File: config.mk
export PLATFORM = sky130hd
export DESIGN_NAME = fetch_bus_if
export DESIGN_NICKNAME = d
export VERILOG_FILES = /design/src/rtl/fetch_bus_if.sv
export SDC_FILE = /design/constraint.sdc
export NUM_CORES = 1
export LEC_CHECK = 0
export CORE_MARGIN = 2
export CORE_UTILIZATION = 40
export DETAILED_ROUTE_END_ITERATION = 10
export HOLD_SLACK_MARGIN = 0.12
export PLACE_DENSITY = 0.81
export SLEW_MARGIN = 20
export SYNTH_ARGS = -nofsm -noshare
export SYNTH_HDL_FRONTEND = slang
export SYNTH_SLANG_ARGS = --single-unit
File: constraint.sdc
create_clock -name clk -period 2.1 [get_ports clk]
set_input_delay 0.42 -clock clk [delete_from_list [all_inputs] [get_ports clk]]
set_output_delay 0.42 -clock clk [all_outputs]
set_load 0.01 [all_outputs]
File: src/rtl/fetch_bus_if.sv
// Instruction-fetch bus master: one req/grant/strobe/ready read per fetch, feeding the IF stage.
// Build option: define FETCH_TIMEOUT_EN to abort a fetch stuck in REQ/ACCESS for TIMEOUT cycles.

`ifndef ISA_NOP
`define ISA_NOP 32'h0000_0013
`endif

module fetch_bus_if #(
    parameter int unsigned ADDR_W  = 30,
    parameter int unsigned DATA_W  = 32,
    parameter int unsigned TIMEOUT = 64
) (
    input  logic              clk,
    input  logic              reset,
    input  logic              fetch_en,
    input  logic [ADDR_W-1:0] fetch_addr,
    input  logic              stall,
    input  logic              flush,
    output logic [DATA_W-1:0] insn,
    output logic              busy,
    output logic              bus_req,
    input  logic              bus_grant,
    output logic [ADDR_W-1:0] bus_addr,
    output logic              bus_as,
    output logic              bus_rw,
    input  logic [DATA_W-1:0] bus_rd_data,
    input  logic              bus_rdy,
    output logic              bus_err
);

    localparam logic [DATA_W-1:0] NopWord = DATA_W'(`ISA_NOP);

    typedef enum logic [1:0] {StIdle, StReq, StAccess, StHold} state_e;

    state_e              state_q, state_d;
    logic                bus_req_q, bus_req_d;
    logic                bus_as_q, bus_as_d;
    logic [ADDR_W-1:0]   bus_addr_q, bus_addr_d;
    logic [DATA_W-1:0]   insn_q, insn_d;
    logic                drop_q, drop_d;
    logic                bus_err_q, bus_err_d;
    logic                timeout_hit;
    logic                in_xfer;

    assign in_xfer = (state_q == StReq) || (state_q == StAccess);

`ifdef FETCH_TIMEOUT_EN
    localparam int unsigned CntW = (TIMEOUT > 1) ? $clog2(TIMEOUT) : 1;

    logic [CntW-1:0] cnt_q, cnt_d;

    // Held at zero outside REQ/ACCESS, so it starts from zero on every REQ entry.
    always_comb begin
        cnt_d = '0;
        if (in_xfer) begin
            cnt_d = cnt_q + 1'b1;
        end
    end

    always_ff @(posedge clk) begin
        if (reset) begin
            cnt_q <= '0;
        end else begin
            cnt_q <= cnt_d;
        end
    end

    assign timeout_hit = in_xfer && (cnt_q == CntW'(TIMEOUT - 1));
`else
    // No counter in this build; the abort path can never fire.
    assign timeout_hit = (TIMEOUT == 0) & 1'b0;
`endif

    always_comb begin
        state_d    = state_q;
        bus_req_d  = bus_req_q;
        bus_as_d   = 1'b0;
        bus_addr_d = bus_addr_q;
        insn_d     = insn_q;
        drop_d     = drop_q;
        bus_err_d  = 1'b0;
        busy       = 1'b0;
        insn       = insn_q;

        unique case (state_q)
            StIdle: begin
                // The abort pulse cycle reports the NOP as a finished fetch.
                if (fetch_en && !flush && !bus_err_q) begin
                    busy       = 1'b1;
                    bus_req_d  = 1'b1;
                    bus_addr_d = fetch_addr;
                    state_d    = StReq;
                end
            end

            StReq: begin
                busy = 1'b1;
                if (flush) begin
                    bus_req_d = 1'b0;
                    state_d   = StIdle;
                end else if (timeout_hit) begin
                    bus_req_d = 1'b0;
                    insn_d    = NopWord;
                    bus_err_d = 1'b1;
                    state_d   = StIdle;
                end else if (bus_grant) begin
                    bus_as_d = 1'b1;
                    state_d  = StAccess;
                end
            end

            StAccess: begin
                if (bus_rdy) begin
                    bus_req_d = 1'b0;
                    if (drop_q || flush) begin
                        // Strobed read had to complete on the bus; its data is discarded.
                        insn    = NopWord;
                        insn_d  = NopWord;
                        drop_d  = 1'b0;
                        state_d = StIdle;
                    end else begin
                        insn    = bus_rd_data;
                        insn_d  = bus_rd_data;
                        state_d = stall ? StHold : StIdle;
                    end
                end else if (timeout_hit) begin
                    busy      = 1'b1;
                    bus_req_d = 1'b0;
                    insn_d    = NopWord;
                    drop_d    = 1'b0;
                    bus_err_d = 1'b1;
                    state_d   = StIdle;
                end else begin
                    busy = 1'b1;
                    if (flush) begin
                        drop_d = 1'b1;
                    end
                end
            end

            StHold: begin
                if (!stall || flush) begin
                    state_d = StIdle;
                end
            end

            default: begin
                state_d = StIdle;
            end
        endcase
    end

    always_ff @(posedge clk) begin
        if (reset) begin
            state_q    <= StIdle;
            bus_req_q  <= 1'b0;
            bus_as_q   <= 1'b0;
            bus_addr_q <= '0;
            insn_q     <= NopWord;
            drop_q     <= 1'b0;
            bus_err_q  <= 1'b0;
        end else begin
            state_q    <= state_d;
            bus_req_q  <= bus_req_d;
            bus_as_q   <= bus_as_d;
            bus_addr_q <= bus_addr_d;
            insn_q     <= insn_d;
            drop_q     <= drop_d;
            bus_err_q  <= bus_err_d;
        end
    end

    assign bus_req  = bus_req_q;
    assign bus_as   = bus_as_q;
    assign bus_addr = bus_addr_q;
    assign bus_rw   = 1'b1;
    assign bus_err  = bus_err_q;

endmodule

# After elaboration in Yosys (flattened, before gate mapping)
# Index checks and enable logic that the tools add are counted.
[op_classes]
n_eq_ne = 9
n_mux = 22
bitwise = 1
reduce_logical = 13
[ops]
columns = ["operator", "n"]
rows = [
  ["32-bit two-way mux", 3],
  ["2-bit two-way mux", 7],
  ["1-bit two-way mux", 9],
  ["2-bit inequality test, second input constant", 4],
  ["2-bit one-hot mux with 4 select lines", 1],
  ["4-bit AND reduction", 2],
  ["1-bit one-hot mux with 3 select lines", 2],
  ["2-bit equality test, second input constant", 2],
  ["3-bit inequality test, second input constant", 1],
  ["3-bit AND reduction", 1],
  ["3-bit nonzero test", 1],
  ["3-bit OR reduction", 1],
  ["2-bit by 1-bit equality test with 1-bit output, second input constant", 1],
  ["1-bit zero test", 2],
  ["2-bit zero test", 1],
  ["1-bit logical OR", 2],
  ["2-bit by 1-bit inequality test with 1-bit output, second input constant", 1],
  ["2-bit AND reduction", 1],
  ["2-bit nonzero test", 1],
  ["1-bit logical AND", 1],
  ["1-bit NOT", 1],
]
[word_totals]
reg_bits = 67
output_inout_bits = 67
elab_cells = 51

# Logic depth before layout (Yosys ltp)
[logic_depth]
depth_word = 4
ltp_mapped = 8
ltp_nobuf = 6

# Least setup slack after synthesis
# Ideal clock, no wire load.
[synth_path]
path_kind = "register to output"
startpoint = "register state_q[0]"
endpoint = "output busy"
arrival_time_ps = 1434
path_slack_ps = 246
path_stages_with_launch = 8
n_path_buf = 2
path_cell_list = "dfxtp_1 > inv_1 > ha_1 > inv_1 > or2_1 > buf_2 > buf_2 > a21oi_1"
[synth_between]
elab_chain_len = 2
elab_cells_between_ends = 4
cone_classes = "2 x eq/ne; 1 x mux; 1 x reduce/logical"
[synth_lines]
columns = ["item", "line", "text"]
rows = [
  ["start: declaration", "35", "state_e state_q, state_d;"],
  ["start signal: assignment", "155", "state_q <= StIdle;"],
  ["start signal: assignment", "163", "state_q <= state_d;"],
  ["2-bit equality test, or another cell as far along", "85", "unique case (state_q)"],
  ["1-bit one-hot mux with 3 select lines (*)", "85", ""],
  ["end: declaration", "20", "output logic busy,"],
]
# Every way passes the cells marked *; elsewhere a longest branch is shown, timed or not.

# Worst setup path after layout
[layout_path]
startpoint = "register state_q[0]"
endpoint = "output insn[4]"
[layout_between]
elab_chain_len = 2
[layout_lines]
columns = ["item", "line", "text"]
rows = [
  ["2-bit equality test", "85", ""],
  ["32-bit two-way mux", "85", ""],
  ["end: declaration", "19", "output logic [DATA_W-1:0] insn,"],
]
# No other way between the ends.

==> summary.md <==
| Metric | Value |
|---|---|
| DP HPWL | `~4800 um` |
| Worst R2R Setup Slack | `~350 ps` |
| Port Buf Inserts | `133` |
| End point of the critical path | `insn[4]` |
| CP Launch Type | `register` |
| Post-Route WL | `7510 um` |
| Lkg Pwr | `0.00182 uW` |
| Cell taking the most area after synthesis | `dfxtp_1` |
| Post-route ant nets | `0` |
| R2R depth | `8` |
| Post-Syn Area | `~0.0027 mm2` |
| CP dominant cell by count | `buf_4` |
| Commonest non-fill, non-tap cells in the layout | `97 x clkdlybuf4s50_1, 65 x dfxtp_1, 63 x nand2_1, 34 x a21oi_1, 28 x buf_2` |
| Area grow syn2layout | `64.8%` |
| R2R Path Start | `state_q[0]` |
| Clk slew on worst S/H paths | `70 ps` |
| Critical path buffers and inverters | `4` |
| Worst path arrival time | `1710 ps` |
| Status | `finished with violations` |
| Violated checks | `negative setup slack` |
| Final Skew | `7.38 ps` |
| Vias in the first global route | `2558` |
| Clk_lat worst skew | `340 ps` |
| Hold path cells | `2` |
| Max Buffers Root-to-Sink | `2` |
| Diodes inserted | `0` |
| Count of flip-flops with a built-in enable after synthesis | `0` |
| Fin crit period | `between 2000 and 2500 ps` |
| Clk root buf | `clkbuf_8` |
| Crit Path Max Fanout | `5` |
| CP Capture Type | `output port` |
| Period utilization | `102%` |
| Worst setup path start | `state_q[0]` |
| RSZ-0062 raised after global routing | `true` |
| Setup Slack @ Placement | `-446 ps` |
| Initial antenna violation count | `0` |
| Die X | `85.5 um` |
| Starting Density | `between 40% and 50%` |
| GR Overflow Total | `0` |
| Die area | `around 0.0073 mm2` |
| FILL cells | `~530` |
| Power Dens Cells | `around 680 mW/mm2` |
| Asr flop ratio synth | `0%` |
| Register area share after synthesis | `between 50% and 60%` |
| Cells after Synth | `approximately 290` |
| Core Rows | `29` |
| Worst setup margin | `-33.3 ps` |
| TritonRoute pass-1 iters | `4` |
| Top cells by area, synth | `dfxtp_1 50%, nand2_1 9.0%, a22o_1 7.9%, a21oi_1 6.4%, nor2b_1 6.1%` |
| Initial DRC count | `81` |
| CP Class | `reg2out` |
| Vias after detailed routing | `2504` |
| Die height | `roughly 85 um` |
| Yosys warns | `0` |
| CP delay by family, top | `buffers and inverters` |
| Largest net degree at the start of global routing | `31` |
| Vias per Instance | `4.82` |
| Worst vdd ir | `about 520 uV` |
| Final core utilization | `between 60% and 70%` |
| # IOs | `between 100 and 150` |
| Fmax achieved | `0.469 GHz` |
| Post-route DRC | `0` |
| Final Wtd Congestion | `a little over 0.7` |
| Post-synth top flop | `dfxtp_1` |
| CTS buffer count | `9` |
| First-pass GRT wire length | `between 10000 and 15000 um` |
| # clock sinks | `67` |
| HP Class | `reg2reg` |
| Data required, critical path | `around 1700 ps` |
| Hold-fix buffers, CTS | `0` |
| MaxCap Viol Count | `0` |
| CTS tree | `built` |
| Syn_area_per_cell | `between 9 and 10 um2` |
| Share of post-route cells with drive strength above 1 | `roughly a fifth` |
| Slew Limit Fails | `0` |
| Layout net count | `512` |
| Slowest stage delay, CP | `about 350 ps` |
| Fin. Hold Viols | `0` |
| Slowest CP cell | `dfxtp_2` |
| Syn Nets | `between 300 and 400` |
| Final routed wire length divided by cell count | `~14 um` |
| Reg2Reg Capture Point | `insn_q[4]` |
| CTS HTree Levels | `3` |
| All-Layer GR Usage | `between 20% and 30%` |
| Core area | `0.00639 mm2` |
| Yosys top cell area share | `between 50% and 60%` |
| Setup violations, final | `7` |
| Worst path cell trace | `inv_2 > ha_4 > buf_4 > and2_4 > buf_4 > o22a_1 > buf_6` |
| Commonest non-fill, non-tap cell in the layout | `clkdlybuf4s50_1` |
| Synthesized flop and latch total | `67` |
| Cell depth of the worst setup path | `7` |
| Synth cell types | `31` |
## what timing repair did
item	4_1_cts	5_1_grt
gates cloned	2	1
endpoints found under the setup margin	33	33
pin swaps	17	17
setup buffers	6	3
resized for setup	148	19
## kinds of logic after synthesis
group / after synthesis / share of synthesized area [%]
multiplexers: 1 / 0.377
other: 2 / 0.283
AO/OA/AOI/OAI: 72 / 19.7
buffers and inverters: 28 / 5.65
flip-flops: 67 / 50.5
adder cells (fa/ha/maj): 6 / 2.83
AND/OR/NAND/NOR: 113 / 20.7
## metrics by stage
step | setup TNS, ps | instances | total power (uW) | instance area [um2] | hold slack (ps)
floorplan | 0 | 289 | 1580 | 2660 | 481
global placement | -13090 | 495 | 1880 | 4120 | 442
detailed placement | -13810 | 495 | 1880 | 4120 | 447
CTS | -799 | 519 | 2980 | 4320 | 457
global route | -2090 | 519 | 3110 | 4380 | 475
finish | -114 | 519 | 2980 | 4380 | 453
## where the power goes
part,switching (uW),internal (uW)
sequential,25.7,1320
clock,463,649
combinational,223,301
total,711,2270
## worst min-delay path by stage
stage                 start            to  slack, ps
2_1_floorplan   bus_addr[0]   bus_addr[0]        480
3_3_place_gp    bus_addr[5]   bus_addr[5]        440
3_5_place_dp    bus_addr[3]   bus_addr[3]        450
4_1_cts         bus_addr[3]   bus_addr[3]        460
5_1_grt        bus_addr[18]  bus_addr[18]        470
6_report        bus_addr[3]   bus_addr[3]        450
## layer usage
metal	global-route usage (%)	wire length [um]	part of all wire (%)
met5	0	0	0
met4	7.36	95	1.3
met3	4.91	522	7.0
met2	35.3	3640	48
met1	25.8	3250	43
## final cells by class
| type | instances | area [um2] | share of cell area, % |
|---|---|---|---|
| clock buffers | 15 | 176 | 4.03 |
| clock inverters | 1 | 30.0 | 0.686 |
| inverters | 5 | 18.8 | 0.429 |
| multi-input cells | 194 | 1250 | 28.5 |
| flip-flops and latches | 67 | 1340 | 30.7 |
| well taps | 77 | 96.3 | 2.20 |
| repair buffers | 160 | 1470 | 33.5 |
## Yosys cell counts, drive strengths merged (2+ instances only)
master and n:
ha 6, dfxtp 67, inv 5, nor3 4
nor2b 26, a22o 29, o22a 3, or2 4
buf 15, conb 2, nor2 5, clkbuf 8
a21oi 34, and2b 5, nand2b 3, nand2 64
## sequential cells by signal (all words and copies together), names as in the netlist
signal,flops
drop_q,1
state_q,2
bus_as,1
bus_req,1
bus_addr,30
insn_q,32
## worst reg2reg max path, stage by stage (launching register included)
cell and delay, ps:
dfxtp_2 350, inv_2 60, ha_4 170, buf_4 150, and2_4 160, buf_4 140, o22a_1 220, buf_4 140
or2_2 260
No activity file was read; power rests on OpenSTA's default activity.
